[config.mk]
export PLATFORM = sky130hd
export DESIGN_NAME = w5300_bus_arbiter
export DESIGN_NICKNAME = d
export VERILOG_FILES = /design/src/rtl/w5300_bus_arbiter_pkg.sv /design/src/rtl/w5300_rr_picker.sv /design/src/rtl/w5300_bus_arbiter.sv
export SDC_FILE = /design/constraint.sdc
export NUM_CORES = 1
export LEC_CHECK = 0
export ABC_AREA = 1
export CORE_UTILIZATION = 48
export DETAILED_ROUTE_END_ITERATION = 7
export PLACE_DENSITY_LB_ADDON = 0.2
export SLEW_MARGIN = 10
export SYNTH_ARGS = -nofsm -noshare
export SYNTH_HDL_FRONTEND = slang
export SYNTH_HIERARCHICAL = 1
export SYNTH_SLANG_ARGS = --single-unit
[constraint.sdc]
create_clock -name clk -period 4.85 [get_ports clk]
set_input_delay 0.97 -clock clk [delete_from_list [all_inputs] [get_ports clk]]
set_output_delay 0.97 -clock clk [all_outputs]
set_load 0.02 [all_outputs]
[src/rtl/w5300_bus_arbiter_pkg.sv]
`default_nettype none
// ============================================================================
// Module      : w5300_bus_arbiter_pkg
// Description : Shared W5300 definitions: RD/WR flag values, op-word layout,
//               arbiter state encodings and the default completion timeout.
// Revision    : 1.0 - initial release
// ============================================================================
package w5300_bus_arbiter_pkg;

    // Direction flag carried in bit 10 of the op word
    localparam logic c_RD = 1'b1;
    localparam logic c_WR = 1'b0;

    // Op word presented to w5300_interface: {flag, 10-bit register address}
    typedef struct packed {
        logic       flag;
        logic [9:0] addr;
    } op_word_t;

    // Idle value of the interface op word: a read of address 0
    localparam op_word_t c_OP_RESET = '{flag: c_RD, addr: 10'h000};

    // Arbiter state encodings
    localparam logic [2:0] c_ST_IDLE  = 3'd0;
    localparam logic [2:0] c_ST_ISSUE = 3'd1;
    localparam logic [2:0] c_ST_WAIT  = 3'd2;
    localparam logic [2:0] c_ST_RESP  = 3'd3;
    localparam logic [2:0] c_ST_HOLD  = 3'd4;

    // Default cycles to wait for interface completion
    localparam int c_TIMEOUT_DEFAULT = 6000;

endpackage
`default_nettype wire

[src/rtl/w5300_rr_picker.sv]
`default_nettype none
// ============================================================================
// Module      : w5300_rr_picker
// Description : Combinational round-robin selector. Returns the first set
//               request at or after the pointer (modulo N) as one-hot plus index.
// Revision    : 1.0 - initial release
// ============================================================================
module w5300_rr_picker #(
    parameter int N  = 5,
    parameter int PW = 3
) (
    input  logic [N-1:0]  i_req,
    input  logic [PW-1:0] i_ptr,
    output logic [N-1:0]  o_gnt,
    output logic [PW-1:0] o_idx,
    output logic          o_valid
);

    int w_scan;

    // Scan N slots starting at the pointer; the first requester found wins
    always_comb begin
        o_gnt   = '0;
        o_idx   = '0;
        o_valid = 1'b0;
        w_scan  = 0;
        for (int k = 0; k < N; k++) begin
            w_scan = int'(i_ptr) + k;
            if (w_scan >= N) begin
                w_scan = w_scan - N;
            end
            if (!o_valid && i_req[w_scan]) begin
                o_valid       = 1'b1;
                o_gnt[w_scan] = 1'b1;
                o_idx         = PW'(w_scan);
            end
        end
    end

endmodule
`default_nettype wire

[src/rtl/w5300_bus_arbiter.sv]
`default_nettype none
// ============================================================================
// Module      : w5300_bus_arbiter
// Description : Round-robin arbiter sharing the w5300_interface control port
//               among N requesters, one outstanding access at a time, with a
//               per-requester lock that keeps the grant across bursts.
//               Optional macro W5300_ARB_TIMEOUT_EN bounds the wait for
//               interface completion (TIMEOUT cycles, then err=1).
// Revision    : 1.0 - initial release
// ============================================================================
module w5300_bus_arbiter
    import w5300_bus_arbiter_pkg::*;
#(
    parameter int N             = 5,
    parameter int LOCK_IDLE_MAX = 64,
    parameter int TIMEOUT       = c_TIMEOUT_DEFAULT
) (
    input  logic            clk,
    input  logic            rst,
    input  logic [N-1:0]    req,
    input  logic [N-1:0]    lock,
    input  logic [N*11-1:0] op_addr,
    input  logic [N*16-1:0] op_wr_data,
    output logic [N-1:0]    ack,
    output logic            err,
    output logic [15:0]     rd_data,
    output logic [N-1:0]    gnt,
    output logic            if_start,
    output logic [10:0]     if_addr,
    output logic [15:0]     if_wr_data,
    input  logic [15:0]     if_rd_data,
    input  logic            if_done
);

    localparam int c_PW      = $clog2(N);
    localparam int c_CNT_MAX = (TIMEOUT > LOCK_IDLE_MAX) ? TIMEOUT : LOCK_IDLE_MAX;
    localparam int c_CNT_W   = $clog2(c_CNT_MAX + 1);

    logic [2:0]         r_state_q,      w_state_d;
    logic [c_PW-1:0]    r_ptr_q,        w_ptr_d;
    logic [c_PW-1:0]    r_owner_q,      w_owner_d;
    logic [N-1:0]       r_gnt_q,        w_gnt_d;
    logic [N-1:0]       r_ack_q,        w_ack_d;
    logic [15:0]        r_rd_data_q,    w_rd_data_d;
    logic               r_if_start_q,   w_if_start_d;
    logic [10:0]        r_if_addr_q,    w_if_addr_d;
    logic [15:0]        r_if_wr_data_q, w_if_wr_data_d;
    logic [c_CNT_W-1:0] r_cnt_q,        w_cnt_d;
    logic               r_err_q,        w_err_d;

    logic [N-1:0]       w_pick_gnt;
    logic [c_PW-1:0]    w_pick_idx;
    logic               w_pick_valid;
    logic [c_PW-1:0]    w_lat_idx;
    int                 w_lat_sel;
    logic               w_release;
    logic               w_force_rel;

    w5300_rr_picker #(
        .N  (N),
        .PW (c_PW)
    ) u_picker (
        .i_req   (req),
        .i_ptr   (r_ptr_q),
        .o_gnt   (w_pick_gnt),
        .o_idx   (w_pick_idx),
        .o_valid (w_pick_valid)
    );

    // A timed-out access drops the grant even when its owner holds lock
`ifdef W5300_ARB_TIMEOUT_EN
    assign w_force_rel = r_err_q;
    assign err         = r_err_q;
`else
    assign w_force_rel = 1'b0;
    assign err         = 1'b0;
`endif

    // Operands come from the new winner in IDLE, from the lock owner in HOLD
    assign w_lat_idx = (r_state_q == c_ST_HOLD) ? r_owner_q : w_pick_idx;
    assign w_lat_sel = int'(w_lat_idx);

    // Next-state and datapath logic for the access sequencer
    always_comb begin
        w_state_d      = r_state_q;
        w_ptr_d        = r_ptr_q;
        w_owner_d      = r_owner_q;
        w_gnt_d        = r_gnt_q;
        w_ack_d        = '0;
        w_rd_data_d    = r_rd_data_q;
        w_if_start_d   = 1'b0;
        w_if_addr_d    = r_if_addr_q;
        w_if_wr_data_d = r_if_wr_data_q;
        w_cnt_d        = r_cnt_q;
        w_err_d        = 1'b0;
        w_release      = 1'b0;

        case (r_state_q)
            c_ST_IDLE: begin
                if (w_pick_valid) begin
                    w_gnt_d        = w_pick_gnt;
                    w_owner_d      = w_pick_idx;
                    w_if_addr_d    = op_addr[11*w_lat_sel +: 11];
                    w_if_wr_data_d = op_wr_data[16*w_lat_sel +: 16];
                    w_state_d      = c_ST_ISSUE;
                end
            end
            c_ST_ISSUE: begin
                w_if_start_d = 1'b1;
                w_cnt_d      = '0;
                w_state_d    = c_ST_WAIT;
            end
            c_ST_WAIT: begin
                if (if_done) begin
                    w_ack_d     = r_gnt_q;
                    w_rd_data_d = if_rd_data;
                    w_state_d   = c_ST_RESP;
                end
`ifdef W5300_ARB_TIMEOUT_EN
                else if (r_cnt_q == c_CNT_W'(TIMEOUT - 1)) begin
                    w_ack_d     = r_gnt_q;
                    w_rd_data_d = '0;
                    w_err_d     = 1'b1;
                    w_state_d   = c_ST_RESP;
                end else begin
                    w_cnt_d = r_cnt_q + c_CNT_W'(1);
                end
`endif
            end
            c_ST_RESP: begin
                if (lock[r_owner_q] && !w_force_rel) begin
                    w_cnt_d   = '0;
                    w_state_d = c_ST_HOLD;
                end else begin
                    w_release = 1'b1;
                end
            end
            c_ST_HOLD: begin
                if (req[r_owner_q]) begin
                    w_if_addr_d    = op_addr[11*w_lat_sel +: 11];
                    w_if_wr_data_d = op_wr_data[16*w_lat_sel +: 16];
                    w_cnt_d        = '0;
                    w_state_d      = c_ST_ISSUE;
                end else if (!lock[r_owner_q]) begin
                    w_release = 1'b1;
                end else if (r_cnt_q == c_CNT_W'(LOCK_IDLE_MAX - 1)) begin
                    w_release = 1'b1;
                end else begin
                    w_cnt_d = r_cnt_q + c_CNT_W'(1);
                end
            end
            default: begin
                w_state_d = c_ST_IDLE;
            end
        endcase

        // Releasing the bus rotates priority to the slot after the owner
        if (w_release) begin
            w_gnt_d   = '0;
            w_ptr_d   = (r_owner_q == c_PW'(N - 1)) ? '0 : r_owner_q + c_PW'(1);
            w_state_d = c_ST_IDLE;
        end
    end

    // State and output registers; reset abandons any access in flight
    always_ff @(posedge clk or posedge rst) begin
        if (rst) begin
            r_state_q      <= c_ST_IDLE;
            r_ptr_q        <= '0;
            r_owner_q      <= '0;
            r_gnt_q        <= '0;
            r_ack_q        <= '0;
            r_rd_data_q    <= '0;
            r_if_start_q   <= 1'b0;
            r_if_addr_q    <= c_OP_RESET;
            r_if_wr_data_q <= '0;
            r_cnt_q        <= '0;
            r_err_q        <= 1'b0;
        end else begin
            r_state_q      <= w_state_d;
            r_ptr_q        <= w_ptr_d;
            r_owner_q      <= w_owner_d;
            r_gnt_q        <= w_gnt_d;
            r_ack_q        <= w_ack_d;
            r_rd_data_q    <= w_rd_data_d;
            r_if_start_q   <= w_if_start_d;
            r_if_addr_q    <= w_if_addr_d;
            r_if_wr_data_q <= w_if_wr_data_d;
            r_cnt_q        <= w_cnt_d;
            r_err_q        <= w_err_d;
        end
    end

    assign ack        = r_ack_q;
    assign rd_data    = r_rd_data_q;
    assign gnt        = r_gnt_q;
    assign if_start   = r_if_start_q;
    assign if_addr    = r_if_addr_q;
    assign if_wr_data = r_if_wr_data_q;

endmodule
`default_nettype wire

# After elaboration in Yosys (flattened, before gate mapping)
# Cells that the tools add are included.
dict set report op_classes {
  mul 1
  magnitude_cmp 16
  addsub 11
  bitwise_logic 4
  eq_ne 15
  n_mux 79
  n_shift 2
  n_reduce_logical 24
}
# operator n
set op_table {}
lappend op_table {{32-bit by 1-bit >= comparator with 1-bit output (second input constant)} 5}
lappend op_table {{32-bit by 5-bit less-than comparator with 1-bit output (second input constant)} 5}
lappend op_table {{32-bit 2-to-1 mux} 5}
lappend op_table {{32-bit by 4-bit >= comparator with 1-bit output (second input constant)} 4}
lappend op_table {{32-bit by 4-bit subtractor with 32-bit output (second input constant)} 4}
lappend op_table {{80-bit by 8-bit variable part select with 16-bit output} 1}
lappend op_table {{55-bit by 8-bit variable part select with 11-bit output} 1}
lappend op_table {{13-bit 2-to-1 mux} 4}
lappend op_table {{5-bit 2-to-1 mux} 10}
lappend op_table {{13-bit case mux with 3 select lines} 1}
lappend op_table {{3-bit 2-to-1 mux} 12}
lappend op_table {{16-bit 2-to-1 mux} 2}
lappend op_table {{16-bit case mux with 2 select lines} 1}
lappend op_table {{1-bit 2-to-1 mux} 27}
lappend op_table {{11-bit 2-to-1 mux} 2}
lappend op_table {{11-bit case mux with 2 select lines} 1}
lappend op_table {{1-bit binary-select mux with 3-bit select} 7}
lappend op_table {{5-bit OR} 4}
lappend op_table {{1-bit demux with 3-bit select} 5}
lappend op_table {{3-bit case mux with 5 select lines} 1}
lappend op_table {{13-bit by 1-bit adder with 13-bit output (second input constant)} 1}
lappend op_table {{13-bit by 6-bit equality test with 1-bit output (second input constant)} 1}
lappend op_table {{1-bit logical AND} 9}
lappend op_table {{3-bit != test (second input constant)} 3}
lappend op_table {{23 further kinds} 36}
dict set report totals {
  register_bits 76
  output_inout_bits 55
  wordCells 162
  in_bits 164
}

# Longest topological paths before layout
# Gate-level depths: netlist of run 1.
dict set report logic_depth {
  depth_word 23
  mapped_depth 26
  depth_no_buf 24
}

# Modules after synthesis
# Netlist of run 1, hierarchy kept.
# mod cells_per_inst n_inst area_each_um2 seq_area_each_um2
set by_module_without_submodules {}
lappend by_module_without_submodules {w5300_bus_arbiter 829 1 5277.6 1903.1}
lappend by_module_without_submodules {w5300_rr_picker 275 1 1421.4 0.0}

# Worst setup path after synthesis of run 1
# Ideal clock, no wire load.
dict set report synth_timing {
  path_kind {register to register}
  from {register r_ptr_q[1]}
  to {register r_if_addr_q[5] (netlist: if_addr[5])}
  arrival_ns 3.300
  setup_time_ns 0.122
  period_less_slack_ns 3.422
  stages_incl_launch_ff 25
  path_buffers 2
  t_required_ns 4.728
  path_slack_ns 1.428
  cell_sequence {dfrtp_1 -> inv_1 -> ha_1 -> inv_1 -> ha_1 -> a21oi_2 -> nand2_1 -> nand2_1 -> nand3_1 -> nand2_1 -> nand3_1 -> buf_4 -> nand3_1 -> nor2_1 -> nor3_1 -> nand3_1 -> inv_1 -> nand2_1 -> nand2_1 -> clkbuf_1 -> nand2_1 -> nand3_1 -> nand2_1 -> nand2_1 -> a21oi_1}
}
dict set report synth_between {
  elab_chain_len 23
  word_cells_on_any_way 60
  cone_classes {add/sub: 9; mul: 1; order compare: 5; eq/ne: 1; shift: 1; mux: 34; reduce/logical: 9}
}
# element line_no
set synth_rtl {}
lappend synth_rtl {{start: declaration} w5300_bus_arbiter.sv:40} ;# logic [c_PW-1:0] r_ptr_q, w_ptr_d;
lappend synth_rtl {{start signal: assignment} w5300_bus_arbiter.sv:181} ;# r_ptr_q <= w_ptr_d;
lappend synth_rtl {{branches (longest 17 deep; another with 32-bit by 4-bit subtractor with 32-bit output)} n/a}
lappend synth_rtl {{3-bit 2-to-1 mux (*)} w5300_rr_picker.sv:32} ;# if (!o_valid && i_req[w_scan]) begin
lappend synth_rtl {{net w_pick_idx[0]} w5300_bus_arbiter.sv:52} ;# logic [c_PW-1:0] w_pick_idx;
lappend synth_rtl {{3-bit 2-to-1 mux (*)} w5300_bus_arbiter.sv:80} ;# assign w_lat_idx = (r_state_q == c_ST_HOLD) ? r_owner_q : w_pick_idx;
lappend synth_rtl {{4-bit by 3-bit multiplier with 7-bit output (*)} {w5300_bus_arbiter.sv:103, w5300_bus_arbiter.sv:140}}
lappend synth_rtl {{55-bit by 8-bit variable part select with 11-bit output (*)} {w5300_bus_arbiter.sv:103, w5300_bus_arbiter.sv:140}}
lappend synth_rtl {{11-bit 2-to-1 mux (on tied branches)} {w5300_bus_arbiter.sv:139, w5300_bus_arbiter.sv:100}}
lappend synth_rtl {{11-bit case mux with 2 select lines (*)} w5300_bus_arbiter.sv:98} ;# case (r_state_q)
lappend synth_rtl {{end signal: assignment} w5300_bus_arbiter.sv:175} ;# r_if_addr_q <= c_OP_RESET;
lappend synth_rtl {{end signal: assignment} w5300_bus_arbiter.sv:187} ;# r_if_addr_q <= w_if_addr_d;
lappend synth_rtl {{end: declaration} w5300_bus_arbiter.sv:46} ;# logic [10:0] r_if_addr_q, w_if_addr_d;
# Mark *: on every way through the listed nets, which the timed path passes. The select of a mux whose other input is x is not followed.
# A chain may end at the register's enable or synchronous reset.

# Worst setup path after layout of run 1
dict set report layout_timing {
  from {register r_ptr_q[1]}
  to {register r_if_wr_data_q[2] (netlist: if_wr_data[2])}
}
dict set report layout_between {
  elab_chain_len 22
  word_cells_on_any_way 59
  cone_classes {add/sub: 9; order compare: 5; eq/ne: 1; shift: 1; mux: 34; reduce/logical: 9}
}
# element line_no
set layout_rtl {}
lappend layout_rtl {{branches (longest 17 deep; another with 32-bit by 4-bit subtractor with 32-bit output)} n/a}
lappend layout_rtl {{3-bit 2-to-1 mux (*)} w5300_rr_picker.sv:32}
lappend layout_rtl {{net w_pick_idx[1]} w5300_bus_arbiter.sv:52}
lappend layout_rtl {{3-bit 2-to-1 mux (*)} w5300_bus_arbiter.sv:80}
lappend layout_rtl {{80-bit by 8-bit variable part select with 16-bit output (*)} {w5300_bus_arbiter.sv:104, w5300_bus_arbiter.sv:141}}
lappend layout_rtl {{16-bit 2-to-1 mux (on tied branches)} {w5300_bus_arbiter.sv:139, w5300_bus_arbiter.sv:100}}
lappend layout_rtl {{16-bit case mux with 2 select lines (*)} w5300_bus_arbiter.sv:98}
lappend layout_rtl {{end signal: assignment} w5300_bus_arbiter.sv:188} ;# r_if_wr_data_q <= w_if_wr_data_d;
lappend layout_rtl {{end: declaration} w5300_bus_arbiter.sv:47} ;# logic [15:0] r_if_wr_data_q, w_if_wr_data_d;
# Marked as above.

==> results of run 1 <==
-- cell usage in the layout, fill, tap and decap left out, types with 3 or more instances in the layout --
cell type,count
xor2_1,7
nand2_2,12
dfrtp_1,75
a21oi_1,40
buf_4,9
o21ai_1,3
nand3_2,6
nor2_1,107
nand3_1,130
nand2_1,364
o21ai_0,17
nand2_4,3
nor2_2,6
nor3_1,44
mux2_2,16
inv_2,8
clkdlybuf4s50_1,217
clkbuf_16,9
ha_1,14
clkbuf_8,3
nand4_1,17
inv_1,166
-- registers in the layout, indices dropped and copies added, names as in the netlist --
signal,count
r_cnt_q,13
if_start,1
ack,5
r_ptr_q,3
r_state_q,3
if_addr,11
rd_data,16
gnt,5
if_wr_data,16
r_owner_q,3
-- stage by stage --
step / area (um^2) / worst slack (ns)
after floorplan: 6700 / 1.43
after detailed placement: 8970 / 0.425
final: 9290 / 0.698
after global routing: 9290 / 0.176
after CTS: 9280 / 0.370
after global placement: 8970 / 0.535
-- path summary, 6_finish.rpt --
path	startpoint	end	slack (ns)	cells after the start
worst max-delay path	r_ptr_q[1]$_DFFE_PP0P_	if_wr_data[2]$_DFFE_PP0P_	0.70	22
worst min-delay path	rd_data[8]$_DFFE_PP0P_	rd_data[8]$_DFFE_PP0P_	0.50	1
worst max register to register	r_ptr_q[1]$_DFFE_PP0P_	if_wr_data[2]$_DFFE_PP0P_	0.70	22
worst min register to register	rd_data[8]$_DFFE_PP0P_	rd_data[8]$_DFFE_PP0P_	0.50	1
max in group asynchronous	rst	r_cnt_q[0]$_DFFE_PP0P_	2.64	3
min in group asynchronous	rst	rd_data[6]$_DFFE_PP0P_	1.20	2
-- layer usage --
metal	up-vias	share of wire	wire [um]	track usage
met3	52	0.082	1840	0.0589
met1	3547	0.42	9350	0.405
li1	3822	-	-	-
met2	336	0.47	10600	0.528
met5	-	0	0	0
met4	0	0.030	675	0.123
-- layout make-up --
type                            count  area [um^2]
Tap cell                          176          220
Fill cell                        1210         4110
Clock inverter                      3         43.8
Multi-Input combinational cell    810         3930
Inverter                          176          664
Sequential cell                    76         1900
Timing Repair Buffer              227         2260
Clock buffer                       13          270
-- worst max-delay path, delay by kind of cell (launching register included) --
| kind | cells | cell delay, ns |
|---|---|---|
| adder cells (fa/ha/maj) | 2 | 0.44 |
| buffers and inverters | 3 | 0.60 |
| AO/OA/AOI/OAI | 4 | 1.03 |
| AND/OR/NAND/NOR | 13 | 1.53 |
| flip-flops | 1 | 0.49 |
-- cells by family after synthesis --
| family | after synthesis | synth area share |
|---|---|---|
| AND/OR/NAND/NOR | 699 | 0.457 |
| adder cells (fa/ha/maj) | 15 | 0.0291 |
| AO/OA/AOI/OAI | 70 | 0.0583 |
| multiplexers | 16 | 0.0269 |
| buffers and inverters | 218 | 0.132 |
| flip-flops | 76 | 0.284 |
| XOR/XNOR | 9 | 0.0118 |
| other | 1 | 0.000560 |
==> results.json, run 1 <==
{
  "worstPathMaxFanout": 36,
  "cts_setup_buffers": 0,
  "hold_class": "reg -> reg",
  "synth_common_cells": "nand2_1, inv_1, nand3_1",
  "relSlewSlack": 0.204,
  "rows": 42,
  "critPathSlowestCell": "dfrtp_1",
  "skew_ns": 0.00706,
  "die_x_um": 120,
  "wire_per_inst_um": 15.1,
  "postCtsResizedCells": 0,
  "clock-sinks": 76,
  "antenna_found_initial": 0,
  "ant_nets": 0,
  "path_class": "reg -> reg",
  "hpwl_mm": 16.5,
  "overflow": 0,
  "setup_viol": 0,
  "start_kind": "flop",
  "critPathArrivalTime_ns": 4.43,
  "max_stage_delay_ns": 0.49,
  "synth_nets": 1283,
  "dp.cells": 1465,
  "grt_pass1_wl_mm": 36.2,
  "synth_top_cell_by_area": "dfrtp_1",
  "grt_setup_unrepaired": "no",
  "die_h_um": 120,
  "required_ns": 5.12,
  "seq_area_frac_synth": 0.284,
  "whs_ns": 0.501,
  "cts_hold_buf": 0,
  "cap_violations": 0,
  "fin_setup_tns_ns": 0,
  "area.growth.synth_to_final_pct": 38.7,
  "die_area_um2": 14400,
  "cts_tree": "yes",
  "portBuffers": 217,
  "drc": 0,
  "drt-total-wl_mm": 22.4,
  "ys_ff_latch": 76,
  "finalNonFillerCells": 1481,
  "core_area_um2": 13400,
  "place_congestion": 0.965,
  "n_antenna_cell": 0,
  "yosys_warnings": 6,
  "drive_gt1_frac": 0.0705,
  "nets": 1479,
  "fin_crit_sh": 0.856,
  "grt_max_degree": 82,
  "ioPinCount": 219,
  "vias": 7757,
  "tightest_slew_ns": 1.19,
  "synthFlopType": "dfrtp_1",
  "synth_top_cell_area_share": 0.280,
  "vias_per_cell": 5.24,
  "status": "finished clean",
  "dr.pass1.iters": 5,
  "htreeDepth": 3,
  "finalHoldViolations": 0,
  "critPathCaptureType": "flop",
  "slew_violations": 0,
  "cp_cell_sequence": "inv_1, ha_1, inv_1, ha_1, a21oi_2, nand2_1, nand2_1, nand2_1, nand2_1, nand2_1, nand3_2, nand4_1, o22ai_1, nor2_1, nand3_1, nand2_1, o21ai_4, buf_4, nand3_1, nand2_1, nand2_1, a21oi_1",
  "cts_buffers": 9,
  "syn_inst": 1104,
  "clk_pin_slew_ns": 0.06,
  "grt.total_usage": 0.317,
  "final_core_util": 0.693,
  "first_iter_violations": 599,
  "cts_buffer_depth": 2,
  "max_freq_mhz": 241,
  "syn-cell-area_um2": 6700,
  "synth_edf_count": 0,
  "worstSkewPairLatency_ns": 0.35,
  "yosys.cell_count.top_type": "nand2_1",
  "min_period_ns": 4.15,
  "yosysUniqueCellTypes": 44,
  "synthTopCellsByArea": "dfrtp_1, nand2_1, nand3_1",
  "synth.avg_cell_area_um2": 6.07,
  "crit_top_cell": "nand2_1",
  "synthArstFlopShare": 1.00,
  "start_util": 0.500,
  "cts_root_buf": "clkbuf_16",
  "grt_pass1_vias": 7201
}
Power of run 1 is left out: the tool's default activity adds up to more than one toggle a clock period on the data nets, which glitch-free logic cannot reach.
==> run 2, diff against run 1 <==
Settings changed: ABC_CLOCK_PERIOD_IN_PS from default to 5260, CORE_UTILIZATION 48 to 51.
Clock period 4.85 ns to 5.26 ns, I/O delays scaled along.
==> run 2 against run 1 <==
Against the previous run: utilization rose by 3.3 points; setup slack improved by 0.17 ns; hold slack improved by 0.0012 ns; via count fell by 1.3%; highest routed layer unchanged; register-to-register slack improved by 0.17 ns; largest cell class unchanged.
==> results.json, run 2 (synthesis results as in run 1) <==
{
  "cp_cell_sequence": "inv_1, ha_1, inv_1, ha_1, a21oi_2, nand2_1, nand2_1, nand2_1, nand2_1, nand2_1, nand3_1, buf_4, nand4_4, nor2_4, nand2_1, nand3_1, nand2_1, o21ai_4, buf_4, nand3_1, nand2_1, nand2_1, a21oi_1",
  "mostFrequentLayoutCells": "nand2_1, clkdlybuf4s50_1, inv_1, nand3_1, nor2_1",
  "grt_pass1_vias": 6874,
  "ioPinCount": 219,
  "max_stage_delay_ns": 0.51,
  "area.growth.synth_to_final_pct": 37.9,
  "hpwl_mm": 16.7,
  "clk_pin_slew_ns": 0.06,
  "portBuffers": 217,
  "setup_viol": 0,
  "crit_top_cell": "nand2_1",
  "nets": 1477,
  "first_iter_violations": 701,
  "wire_per_inst_um": 15.2,
  "skew_ns": 0.00486,
  "required_ns": 5.51,
  "critPathSlowestCell": "buf_4",
  "rows": 41,
  "dr.pass1.iters": 5,
  "cts_setup_buffers": 0,
  "clock-sinks": 76,
  "critPathArrivalTime_ns": 4.64,
  "cts_tree": "yes",
  "max_freq_mhz": 228,
  "die_h_um": 117,
  "die_area_um2": 13600,
  "finalNonFillerCells": 1477,
  "min_period_ns": 4.39,
  "die_x_um": 117,
  "antenna_found_initial": 2,
  "htreeDepth": 3,
  "drive_gt1_frac": 0.0683,
  "cts_buffer_depth": 2,
  "worstPathMaxFanout": 54,
  "core_area_um2": 12700,
  "finalHoldViolations": 0,
  "vias": 7658,
  "relSlewSlack": 0.375,
  "whs_ns": 0.502,
  "status": "finished clean",
  "drt-total-wl_mm": 22.5,
  "fin_crit_sh": 0.834,
  "cts_buffers": 9,
  "layout_commonest_cell": "nand2_1",
  "overflow": 0,
  "hold_class": "reg -> reg",
  "grt.total_usage": 0.329,
  "ant_nets": 0,
  "cts_root_buf": "clkbuf_16",
  "slew_violations": 0,
  "cts_hold_buf": 0,
  "cap_violations": 0,
  "postCtsResizedCells": 0,
  "drc": 0,
  "fin_setup_tns_ns": 0,
  "grt_max_degree": 69,
  "worstSkewPairLatency_ns": 0.34,
  "vias_per_cell": 5.18,
  "grt_setup_unrepaired": "no",
  "dp.cells": 1459,
  "path_class": "reg -> reg",
  "start_util": 0.527,
  "critPathCaptureType": "flop",
  "start_kind": "flop",
  "place_congestion": 0.959,
  "grt_pass1_wl_mm": 34.5,
  "cp_num_buf_inv": 4,
  "crit_family": "simple AND/OR/NAND/NOR gates",
  "tightest_slew_ns": 0.935
}
## run 2: layer usage
layer / routed length [um] / GRT usage / vias to the layer above / share of wire
met3: 1910 / 0.0877 / 54 / 0.085
met1: 9070 / 0.394 / 3475 / 0.40
li1: - / - / 3835 / -
met4: 694 / 0.136 / 0 / 0.031
met2: 10800 / 0.559 / 294 / 0.48
met5: 0 / 0 / - / 0
## run 2: area by class of cell
type / count / area [um^2]
diodes: 2 / 5.00
clock buffers: 12 / 256
clock inverters: 4 / 23.8
fillers: 1022 / 3490
inverters: 176 / 662
multi-input cells: 810 / 3930
flip-flops and latches: 76 / 1900
well taps: 172 / 215
repair buffers: 225 / 2240
## run 2: worst paths after layout
kind	slack, ns	cells past startpoint	startpoint	to
setup reg to reg	0.87	23	r_ptr_q[1]$_DFFE_PP0P_	if_addr[6]$_DFFE_PP0P_
setup / recovery	0.87	23	r_ptr_q[1]$_DFFE_PP0P_	if_addr[6]$_DFFE_PP0P_
hold reg to reg	0.50	1	rd_data[0]$_DFFE_PP0P_	rd_data[0]$_DFFE_PP0P_
hold / removal	0.50	1	rd_data[0]$_DFFE_PP0P_	rd_data[0]$_DFFE_PP0P_
max in group asynchronous	3.03	3	rst	gnt[3]$_DFFE_PP0P_
min in group asynchronous	1.24	2	rst	rd_data[7]$_DFFE_PP0P_
## run 2: stage by stage
step	util	instance area [um^2]	setup slack, ns
2_1_floorplan	-	6700	1.84
3_3_place_gp	0.703	8950	1.05
3_5_place_dp	0.703	8950	0.951
4_1_cts	0.726	9230	0.934
5_1_grt	0.726	9240	0.395
6_report	0.726	9240	0.871
Power of run 2 is left out for the same reason.
==> run 3, diff against run 2 <==
Settings changed: ABC_CLOCK_PERIOD_IN_PS 5260 to 3950, CORE_UTILIZATION 51 to 43.
Clock period 5.26 ns to 3.95 ns, I/O delays scaled along.
==> run 3 against run 2 <==
Against the previous run: cell count increased by 2.2%; first-iteration DRC count shrank 30%; via count is 0.29% lower; hold slack improved by 0.0018 ns; critical endpoint is now if_addr[4]$_DFFE_PP0P_; global-route usage decreased by 5.0 points; clock skew is 0.0060 ns higher; non-clock buffer count is 17 higher.
==> results.json, run 3 (synthesis results as in run 1) <==
{
  "grt_pass1_wl_mm": 35.6,
  "cts_hold_buf": 0,
  "skew_ns": 0.0109,
  "clk_pin_slew_ns": 0.06,
  "cts_buffer_depth": 2,
  "start_kind": "flop",
  "hold_path_depth": 1,
  "worstReg2RegStart": "r_ptr_q[2]$_DFFE_PP0P_",
  "startpoint": "r_ptr_q[2]$_DFFE_PP0P_",
  "wire_per_inst_um": 14.9,
  "r2r_slack_ns": 0.31,
  "min_period_ns": 3.64,
  "r2r_end": "if_addr[4]$_DFFE_PP0P_",
  "mostFrequentLayoutCells": "nand2_1, clkdlybuf4s50_1, inv_1, nand3_1, nor2_1",
  "crit_family": "simple AND/OR/NAND/NOR gates",
  "vias": 7636,
  "endpoint": "if_addr[4]$_DFFE_PP0P_",
  "clock-sinks": 76,
  "ant_nets": 0,
  "first_iter_violations": 490,
  "hpwl_mm": 16.7,
  "layout_commonest_cell": "nand2_1",
  "cts_tree": "yes",
  "cp_cell_sequence": "inv_4, ha_1, nand2_1, nand4_2, nand2_1, nand2_1, nor2_1, nand3_1, nand3_1, nand4_2, nor2_1, inv_1, nand3_1, inv_1, nand2_1, nand2_4, clkbuf_16, nand2_1, nand3_1, nand2_1, nand2_1, a21oi_1",
  "worstPathMaxFanout": 26,
  "critPathArrivalTime_ns": 3.92,
  "core_area_um2": 15200,
  "multi_input_area_um2": 3960,
  "rows": 45,
  "die_area_um2": 16100,
  "place_congestion": 0.921,
  "antenna_found_initial": 1,
  "drc": 0,
  "path_depth": 22,
  "fillers": 1445,
  "drt-total-wl_mm": 22.5,
  "worstSkewPairLatency_ns": 0.35,
  "die_x_um": 127,
  "portBuffers": 217,
  "drive_gt1_frac": 0.0840,
  "max_freq_mhz": 274,
  "hold_class": "reg -> reg",
  "slew_violations": 0,
  "fin_crit_sh": 0.922,
  "grt.total_usage": 0.279,
  "grt_pass1_vias": 7158,
  "grt_max_degree": 55,
  "cap_violations": 0,
  "ioPinCount": 219,
  "cts_buffers": 9,
  "dr.pass1.iters": 5,
  "critPathSlowestCell": "dfrtp_2",
  "start_util": 0.441,
  "r2r_cells": 22,
  "nets": 1495,
  "max_stage_delay_ns": 0.50,
  "finalNonFillerCells": 1509,
  "cp_num_buf_inv": 4,
  "crit_top_cell": "nand2_1",
  "seq_area_um2": 1900,
  "dp.cells": 1488,
  "finalHoldViolations": 0,
  "overflow": 0,
  "n_antenna_cell": 0,
  "die_h_um": 127,
  "whs_ns": 0.504,
  "cts_root_buf": "clkbuf_16",
  "htreeDepth": 3,
  "tightest_slew_ns": 0.722,
  "relSlewSlack": 0.518,
  "area.growth.synth_to_final_pct": 41.7,
  "setup_viol": 0,
  "path_class": "reg -> reg",
  "critPathCaptureType": "flop",
  "vias_per_cell": 5.06,
  "status": "finished clean",
  "required_ns": 4.23
}
==> run 3: cell types whose count changed in the layout (fill, tap and decap cells not counted), sizes merged <==
cell / before / now
diode: 2 / 0
clkinv: 5 / 3
clkinvlp: 0 / 2
clkbuf: 12 / 13
buf: 8 / 24
o21ai: 23 / 24
==> run 3: per-layer routing <==
metal  share of wire  wire [um]  track usage  up-vias
met2            0.48      10800        0.483      217
met5         0.00049         11            0        -
met1            0.43       9580        0.341     3508
li1                -          -            -     3869
met3           0.064       1450       0.0565       40
met4           0.030        677        0.104        2
==> run 3: layout make-up <==
type,count,share of cell area
Clock buffer,12,0.0260
Clock inverter,4,0.00264
Inverter,176,0.0705
Multi-Input combinational cell,811,0.417
Sequential cell,76,0.201
Tap cell,188,0.0248
Timing Repair Buffer,242,0.258
==> run 3: timing repair <==
action / 4_1_cts / 5_1_grt
resized for setup: 0 / 17
setup endpoints to repair: 0 / 27
buffers inserted: 0 / 3
==> run 3: worst register-to-register path, stage by stage, from the launching register on <==
cell and delay (ns):
dfrtp_2 0.50, inv_4 0.12, ha_1 0.34, nand2_1 0.12, nand4_2 0.20, nand2_1 0.11
nand2_1 0.16, nor2_1 0.24, nand3_1 0.13, nand3_1 0.20, nand4_2 0.15, nor2_1 0.19
inv_1 0.06, nand3_1 0.13, inv_1 0.07, nand2_1 0.11, nand2_4 0.11, clkbuf_16 0.22
nand2_1 0.09, nand3_1 0.08, nand2_1 0.09, nand2_1 0.05, a21oi_1 0.15
==> run 3: how the worst min path moves through the flow <==
| stage | start | end | slack, ns |
|---|---|---|---|
| finish | rd_data[10]$_DFFE_PP0P_ | rd_data[10]$_DFFE_PP0P_ | 0.50 |
| global route | rd_data[3]$_DFFE_PP0P_ | rd_data[3]$_DFFE_PP0P_ | 0.52 |
| CTS | rd_data[8]$_DFFE_PP0P_ | rd_data[8]$_DFFE_PP0P_ | 0.51 |
| detailed placement | rd_data[8]$_DFFE_PP0P_ | rd_data[8]$_DFFE_PP0P_ | 0.49 |
| global placement | rd_data[1]$_DFFE_PP0P_ | rd_data[1]$_DFFE_PP0P_ | 0.49 |
| floorplan | r_cnt_q[11]$_DFFE_PP0P_ | r_cnt_q[11]$_DFFE_PP0P_ | 0.48 |
==> run 3: metrics by stage <==
stage               cell area [um^2]   TNS, ns  utilization  setup slack [ns]
floorplan                       6700         0            -             0.528
global placement                9100         0        0.599             0.152
detailed placement              9100         0        0.599             0.112
CTS                             9380         0        0.617            0.0858
global route                    9490  -0.00566        0.624          -0.00566
finish                          9490         0        0.624             0.307
Power of run 3 is left out for the same reason.
